File: src/rtl/divider_freq_meter_pkg.sv
// Shared types and default sizing for the divided-clock frequency meter.
package divider_freq_meter_pkg;

  localparam int unsigned NCH_DEF    = 10;
  localparam int unsigned CNT_W_DEF  = 16;
  localparam int unsigned GATE_W_DEF = 16;
  localparam int unsigned SEL_W      = 4;

  typedef enum logic [1:0] {
    IDLE    = 2'd0,
    MEASURE = 2'd1,
    LATCH   = 2'd2
  } state_e;

endpackage

File: src/rtl/divider_freq_meter_chan.sv
// One measured channel: synchronizer, rising-edge detect and saturating edge counter.
module divider_freq_meter_chan
  import divider_freq_meter_pkg::*;
#(
  parameter int unsigned CNT_W = CNT_W_DEF
) (
  input  logic             clk,
  input  logic             rst,
  input  logic             sig,
  input  logic             clr,
  input  logic             en,
  output logic [CNT_W-1:0] count_c,
  output logic             overflow_c
);

  localparam logic [CNT_W-1:0] CNT_MAX = '1;

  logic             s1, s2, s3;
  logic             rise_c;
  logic [CNT_W-1:0] count;
  logic             overflow;

  assign rise_c = s2 & ~s3;

  // Synchronizer runs in every state so no stale edge shows up when a window opens.
  always_ff @(posedge clk) begin
    if (rst) begin
      s1       <= 1'b0;
      s2       <= 1'b0;
      s3       <= 1'b0;
      count    <= '0;
      overflow <= 1'b0;
    end else begin
      s1       <= sig;
      s2       <= s1;
      s3       <= s2;
      count    <= count_c;
      overflow <= overflow_c;
    end
  end

  // Next count is exported so the top can latch the final window edge without an extra cycle.
  always_comb begin
    count_c    = count;
    overflow_c = overflow;
    if (clr) begin
      count_c    = '0;
      overflow_c = 1'b0;
    end else if (en && rise_c) begin
      if (count == CNT_MAX) begin
        overflow_c = 1'b1;
      end else begin
        count_c = count + CNT_W'(1);
      end
    end
  end

endmodule

File: src/rtl/divider_freq_meter.sv
// Gated edge counter for up to 16 divided clocks; latches per-channel counts and reads them by index.
module divider_freq_meter
  import divider_freq_meter_pkg::*;
#(
  parameter int unsigned NCH    = NCH_DEF,
  parameter int unsigned CNT_W  = CNT_W_DEF,
  parameter int unsigned GATE_W = GATE_W_DEF
) (
  input  logic              clk,
  input  logic              rst,
  input  logic              start,
  input  logic [GATE_W-1:0] gate_cycles,
  input  logic [NCH-1:0]    sig_in,
  output logic              busy,
  output logic              done,
  input  logic [SEL_W-1:0]  rd_sel,
  output logic [CNT_W-1:0]  rd_count,
  output logic [NCH-1:0]    overflow
);

  state_e            state, state_nxt_c;
  logic [GATE_W-1:0] win, win_nxt_c;
  logic              clr_c, en_c, latch_c;
  logic [CNT_W-1:0]  cnt_c [NCH];
  logic [NCH-1:0]    ovf_c;
  logic [CNT_W-1:0]  result [NCH];
  logic [CNT_W-1:0]  rd_mux_c;

  for (genvar gi = 0; gi < int'(NCH); gi++) begin : g_chan
    divider_freq_meter_chan #(.CNT_W(CNT_W)) u_chan (
      .clk        (clk),
      .rst        (rst),
      .sig        (sig_in[gi]),
      .clr        (clr_c),
      .en         (en_c),
      .count_c    (cnt_c[gi]),
      .overflow_c (ovf_c[gi])
    );
  end

  always_ff @(posedge clk) begin
    if (rst) begin
      state <= IDLE;
      win   <= '0;
      busy  <= 1'b0;
      done  <= 1'b0;
    end else begin
      state <= state_nxt_c;
      win   <= win_nxt_c;
      busy  <= (state_nxt_c == MEASURE);
      done  <= (state_nxt_c == LATCH);
    end
  end

  // Window runs exactly gate_cycles MEASURE cycles; a zero gate goes straight to LATCH.
  always_comb begin
    state_nxt_c = state;
    win_nxt_c   = win;
    clr_c       = 1'b0;
    en_c        = 1'b0;
    latch_c     = 1'b0;
    case (state)
      IDLE: begin
        if (start) begin
          clr_c       = 1'b1;
          win_nxt_c   = gate_cycles;
          state_nxt_c = (gate_cycles == '0) ? LATCH : MEASURE;
        end
      end
      MEASURE: begin
        en_c      = 1'b1;
        win_nxt_c = win - GATE_W'(1);
        if (win == GATE_W'(1)) begin
          state_nxt_c = LATCH;
        end
      end
      LATCH:   state_nxt_c = IDLE;
      default: state_nxt_c = IDLE;
    endcase
    latch_c = (state_nxt_c == LATCH);
  end

  always_comb begin
    rd_mux_c = '0;
    for (int i = 0; i < int'(NCH); i++) begin
      if (rd_sel == SEL_W'(i)) begin
        rd_mux_c = result[i];
      end
    end
  end

  always_ff @(posedge clk) begin
    if (rst) begin
      for (int i = 0; i < int'(NCH); i++) begin
        result[i] <= '0;
      end
      overflow <= '0;
      rd_count <= '0;
    end else begin
      if (latch_c) begin
        for (int i = 0; i < int'(NCH); i++) begin
          result[i] <= cnt_c[i];
        end
        overflow <= ovf_c;
      end
      rd_count <= rd_mux_c;
    end
  end

endmodule

File: config.mk
export PLATFORM = sky130hd
export DESIGN_NAME = divider_freq_meter
export DESIGN_NICKNAME = d
export VERILOG_FILES = /design/src/rtl/divider_freq_meter_pkg.sv /design/src/rtl/divider_freq_meter_chan.sv /design/src/rtl/divider_freq_meter.sv
export SDC_FILE = /design/constraint.sdc
export NUM_CORES = 1
export LEC_CHECK = 0
export ABC_AREA = 1
export CORE_MARGIN = 2
export CORE_UTILIZATION = 55
export DETAILED_ROUTE_END_ITERATION = 8
export PLACE_DENSITY = 0.79
export SLEW_MARGIN = 20
export SYNTH_ARGS = -nofsm -noshare
export SYNTH_HDL_FRONTEND = slang
export SYNTH_SLANG_ARGS = --single-unit
File: constraint.sdc
create_clock -name clk -period 7 [get_ports clk]
set_clock_uncertainty 0.15 [all_clocks]
set_input_delay 0.7 -clock clk [delete_from_list [all_inputs] [get_ports clk]]
set_output_delay 0.7 -clock clk [all_outputs]
set_load 0.02 [all_outputs]
* Yosys cells after proc, flatten, opt, wreduce, memory -nomap -nowiden
Memories as Yosys holds them, arrays and structs flattened.
Index checks and enable logic that the tools add are counted.
** Operators by class
- Muxes and demuxes :: 94
- Reductions and logical operators :: 15
- Equal/unequal tests :: 24
- $add $sub $neg :: 11
- Bitwise logic cells :: 30
** Operator list (count)
- two-way mux 16 bit :: 51
- adder 16 x 1 -> 16 bit, second input constant :: 10
- == test 16 bit, second input constant :: 10
- two-way mux 1 bit :: 38
- one-hot mux 16 bit (2 select lines) :: 1
- == test 16 x 1 -> 1 bit, second input constant :: 1
- == test 4 x 3 -> 1 bit, second input constant :: 4
- logical NOT 16 bit :: 1
- subtractor 16 x 1 -> 16 bit, second input constant :: 1
- AND 1 bit :: 10
- logical AND 1 bit :: 10
- inverter 1 bit :: 10
- OR 1 bit :: 10
- == test 4 x 2 -> 1 bit, second input constant :: 2
- == test 4 bit, second input constant :: 2
- two-way mux 2 bit :: 3
- == test 2 x 1 -> 1 bit, second input constant :: 2
- == test 4 x 1 -> 1 bit, second input constant :: 1
- logical NOT 4 bit :: 1
- one-hot mux 2 bit (2 select lines) :: 1
- == test 2 bit, second input constant :: 1
- logical NOT 2 bit :: 1
- != test 2 bit, second input constant :: 1
- AND reduction 2 bit :: 1
- nonzero test 2 bit :: 1
** Word-level totals
- Bits of input ports :: 33
- Flip-flop bits (word level) :: 246
- RAM bits :: 160
- Memories :: 1
- Output and inout bits :: 28
- Word-level logic and storage cells :: 231
** Memory list
- result :: words 10, width 16, read ports 10, clocked after memory_dff 0, write ports 10, RTL line divider_freq_meter.sv:26 : logic [CNT_W-1:0] result [NCH];

* Depth between registers and ports, before layout
- Depth after elaboration :: 11
- Depth in mapped cells :: 13
- Mapped depth without buffers :: 13

* Cells and area by module
From an unflattened synthesis, not the netlist that was laid out.
** Unflattened totals
- Cell total of the unflattened synthesis :: 3067
- Area total of the unflattened synthesis :: 21868.5 um^2
** Modules (own cells, without submodules)
- divider_freq_meter :: area each 9701.8 um^2, sequential area each 5725.5 um^2, times used 1, cells each 1081
- divider_freq_meter_chan at g_chan[0].u_chan ... :: area each 1223.7 um^2, sequential area each 400.4 um^2, times used 6, cells each 199
- divider_freq_meter_chan at g_chan[6].u_chan ... :: area each 1199.9 um^2, sequential area each 400.4 um^2, times used 3, cells each 198
- divider_freq_meter_chan at g_chan[9].u_chan :: area each 1224.9 um^2, sequential area each 400.4 um^2, times used 1, cells each 198

* Worst setup path after synthesis
No wires, ideal clock.
- Path type :: input -> register
- Start point :: input port gate_cycles[15]
- End point :: memory result[0][0] (netlist bit), enable pin
- Stages :: 9
- Data required time :: 6324 ps
- Arrival :: 5144 ps
- Path buffers :: 2
- Slack :: 1180 ps
- Library setup time :: 526 ps
- Cells stage by stage :: inv_1 -> nand2_1 -> nor4_1 -> nand3_1 -> nand2_1 -> inv_2 -> clkbuf_1 -> buf_2 -> nand2_1
** RTL lines
- start: declaration :: RTL line divider_freq_meter.sv:12 : input logic [GATE_W-1:0] gate_cycles,
- end: declaration :: RTL line divider_freq_meter.sv:26

==> results.sh <==
export IMPL_synthSimpleGateAreaFrac=0.314
export IMPL_drive_above_1_share=0.0485
export IMPL_synth_edff_count=160
export IMPL_nets=2671
export IMPL_required_ns=7.02
export IMPL_detail_route_antenna_nets=0
export IMPL_synth_top_family_by_area="simple AND/OR/NAND/NOR gates"
export IMPL_ys_warnings_count=0
export IMPL_die_x_um=193
export IMPL_max_freq_ghz=0.255
export IMPL_layout_commonest_cell="nand2_1"
export IMPL_cap_viol_max_count=0
export IMPL_met1_length_mm=20.8
export IMPL_cts_max_level=2
export IMPL_seq_area_frac_synth=0.496
export IMPL_ir_drop_mv=0.178
export IMPL_slowest_stage="nand2_4"
export IMPL_crit_arrival_ns=3.94
export IMPL_syn_avg_cell_area_um2=7.56
export IMPL_drt_vias_per_instance=5.50
export IMPL_post_dp_hpwl_mm=34.6
export IMPL_clock_tree_buffer_depth=3
export IMPL_p_seq_frac=0.501
export IMPL_post_drt_wl_per_cell_um=15.6
export IMPL_clk_pin_slew_worst_paths_ns=0.06
export IMPL_hp_class="register to register"
export IMPL_ys_ff_latch=406
export IMPL_dieArea_um2=37200
export IMPL_area_growth_pct=11.9
export IMPL_top_layer="met4"
export IMPL_tightest_slew_ns=1.10
export IMPL_cp_slowest_stage_delay_ns=0.76
export IMPL_synthMuxAreaShare=0
export IMPL_grt_pass1_vias=15800
export IMPL_critical_path_cell_chain="clkdlybuf4s50_1 -> nand2_1 -> nor2_1 -> buf_4 -> nand3_1 -> nand2_1 -> buf_4 -> inv_4 -> nand2_4 -> buf_12"
export IMPL_final_hold_viol_count=0
export IMPL_globalplace_congestion=0.918
export IMPL_dr_first_iter_drc_count=1672
export IMPL_numCtsBuffers=42
export IMPL_met2WireLength_mm=22.0
export IMPL_grt_usage=0.264
export IMPL_setup_tns_ns=0
export IMPL_timing_final_crit_share=0.559
export IMPL_fin_crit_ns=3.92
export IMPL_rows=69
export IMPL_antenna_diode_count=0
export IMPL_synthAdderAreaFrac=0.00765
export IMPL_rsz0062_at_grt="false"
export IMPL_totalWireLength_mm=48.6
export IMPL_setup_viol=0
export IMPL_power_total_mw=5.09
export IMPL_synthesis_nets=2640
export IMPL_netlist_area_um2=19600
export IMPL_yosys_area_top_type="dfxtp_1"
export IMPL_num_vias=17200
export IMPL_max_slew_margin=0.264
export IMPL_netlist_top_cells_area="dfxtp_1, edfxtp_1, nand2_1"
export IMPL_synth_top_cell_area_share=0.251
export IMPL_cts_root_buf="clkbuf_16"
export IMPL_p_int_mw=3.92
export IMPL_start_kind="primary input"
export IMPL_power_leakage_nw=9.39
export IMPL_pwr_share_comb=0.055
export IMPL_cts_tree="yes"
export IMPL_cts_hold_buf=0
export IMPL_ys_flop_type="dfxtp_1"
export IMPL_postCtsSetupRepairBufs=0
export IMPL_firstDrtPassIters=8
export IMPL_ys_types=39
export IMPL_synth_xor_area_frac=0.0352
export IMPL_powerDensity_nw_per_um2=232
export IMPL_synth_async_sr_flop_share=0
export IMPL_core_um2=35400
export IMPL_cp_max_fo=94
export IMPL_clock_sinks=406
export IMPL_synthesis_instances=2595
export IMPL_io_pin_count=61
export IMPL_insertion_delay_ns=0.54
export IMPL_whs_ns=0.251
export IMPL_cts_resized_gates=0
export IMPL_synth_compound_area_frac=0.0507
export IMPL_cpLargestDelayFamily="buffers and inverters"
export IMPL_fill_cells=3070
export IMPL_status="complete, no violations"
export IMPL_antenna_found_initial=0
export IMPL_pwr_share_clk=0.444
export IMPL_critPathBufInv=5
export IMPL_portBuffers=60
export IMPL_grt_pass1_wl_mm=78.2
export IMPL_switchingPower_mw=1.17
export IMPL_swShare=0.229
export IMPL_grt_max_degree=104
export IMPL_initial_core_util=0.555
export IMPL_drc_errors=0
export IMPL_end_kind="register"
export IMPL_grt_overflow=0
export IMPL_criticalPathCategory="primary input to register"
export IMPL_final_cell_mix="nand2_1, inv_1, nor2_1"
export IMPL_slew_violations=0
export IMPL_die_y_um=193
export IMPL_wl_met3_mm=4.27
==> final cells by class <==
cell class,instances,area [µm²],share of cell area
Clock buffer,57,1230,0.0562
Clock inverter,21,174,0.00792
Inverter,409,1540,0.0701
Multi-Input combinational cell,1697,8020,0.365
Sequential cell,406,9730,0.443
Tap cell,461,577,0.0263
Timing Repair Buffer,70,683,0.0311
==> state kept, by name, summed over array words and instances, names as in the netlist <==
register / cells
rd_count: 16
win: 16
busy: 1
result: 160
g_chan.u_chan.s2: 10
g_chan.u_chan.count: 160
overflow: 10
state: 2
g_chan.u_chan.s1: 10
g_chan.u_chan.overflow: 10
g_chan.u_chan.s3: 10
done: 1
==> synthesized netlist by cell type, types with 13 or more instances <==
library cell,instances
nand2_1,529
dfxtp_1,246
xor2_1,65
o21ai_0,93
a21oi_1,54
nand3_1,284
edfxtp_1,160
o211ai_1,16
buf_2,35
nand4_1,57
xnor2_1,14
nor3_1,112
or2_2,33
inv_1,400
nor2_1,378
clkbuf_1,46
nand3b_1,13
==> power groups by stage <==
| stage | Sequential [mW] | Combinational (mW) | Clock [mW] |
|---|---|---|---|
| floorplan | 2.60 | 0.172 | 0 |
| global placement | 2.59 | 0.272 | 0 |
| detailed placement | 2.60 | 0.277 | 0 |
| CTS | 2.55 | 0.278 | 2.29 |
| global route | 2.55 | 0.310 | 2.38 |
| finish | 2.55 | 0.280 | 2.26 |
==> final timing paths <==
kind	from	slack (ns)	endpoint	cells after the start
worst max-delay path	start	3.08	result[1][5]	10
worst min-delay path	g_chan[1].u_chan.s1	0.25	g_chan[1].u_chan.s2	2
worst max register to register	state[1]	3.27	result[1][5]	10
worst min register to register	g_chan[1].u_chan.s1	0.25	g_chan[1].u_chan.s2	2
==> metal layers <==
layer	vias up	track usage
met5	-	0
met4	0	0.0950
met3	91	0.0513
met2	700	0.421
met1	7979	0.360
li1	8384	-
==> metrics by stage <==
stage | instances | area (µm²) | util | setup WS [ns]
2_1_floorplan | 2595 | 19600 | - | 1.18
3_3_place_gp | 3043 | 20500 | 0.581 | 2.65
3_5_place_dp | 3043 | 20500 | 0.581 | 2.57
4_1_cts | 3121 | 22000 | 0.620 | 3.13
5_1_grt | 3121 | 22000 | 0.620 | 2.90
6_report | 3121 | 22000 | 0.620 | 3.08
==> worst register-to-register path, stage by stage (launching register included) <==
cell,delay (ns)
dfxtp_1,0.35
inv_1,0.09
nand2_1,0.07
nor2_1,0.39
buf_4,0.26
nand3_1,0.09
nand2_1,0.08
buf_4,0.26
inv_4,0.30
nand2_4,0.79
buf_12,0.49
==> logic make-up (layout without fill, tap and decap cells) <==
| group | after synthesis | count (layout) |
|---|---|---|
| flip-flops | 406 | 406 |
| AND/OR/NAND/NOR | 1424 | 1424 |
| buffers and inverters | 492 | 557 |
| AO/OA/AOI/OAI | 182 | 182 |
| XOR/XNOR | 79 | 79 |
| adder cells (fa/ha/maj) | 12 | 12 |
(Power assumes the default switching activity.)
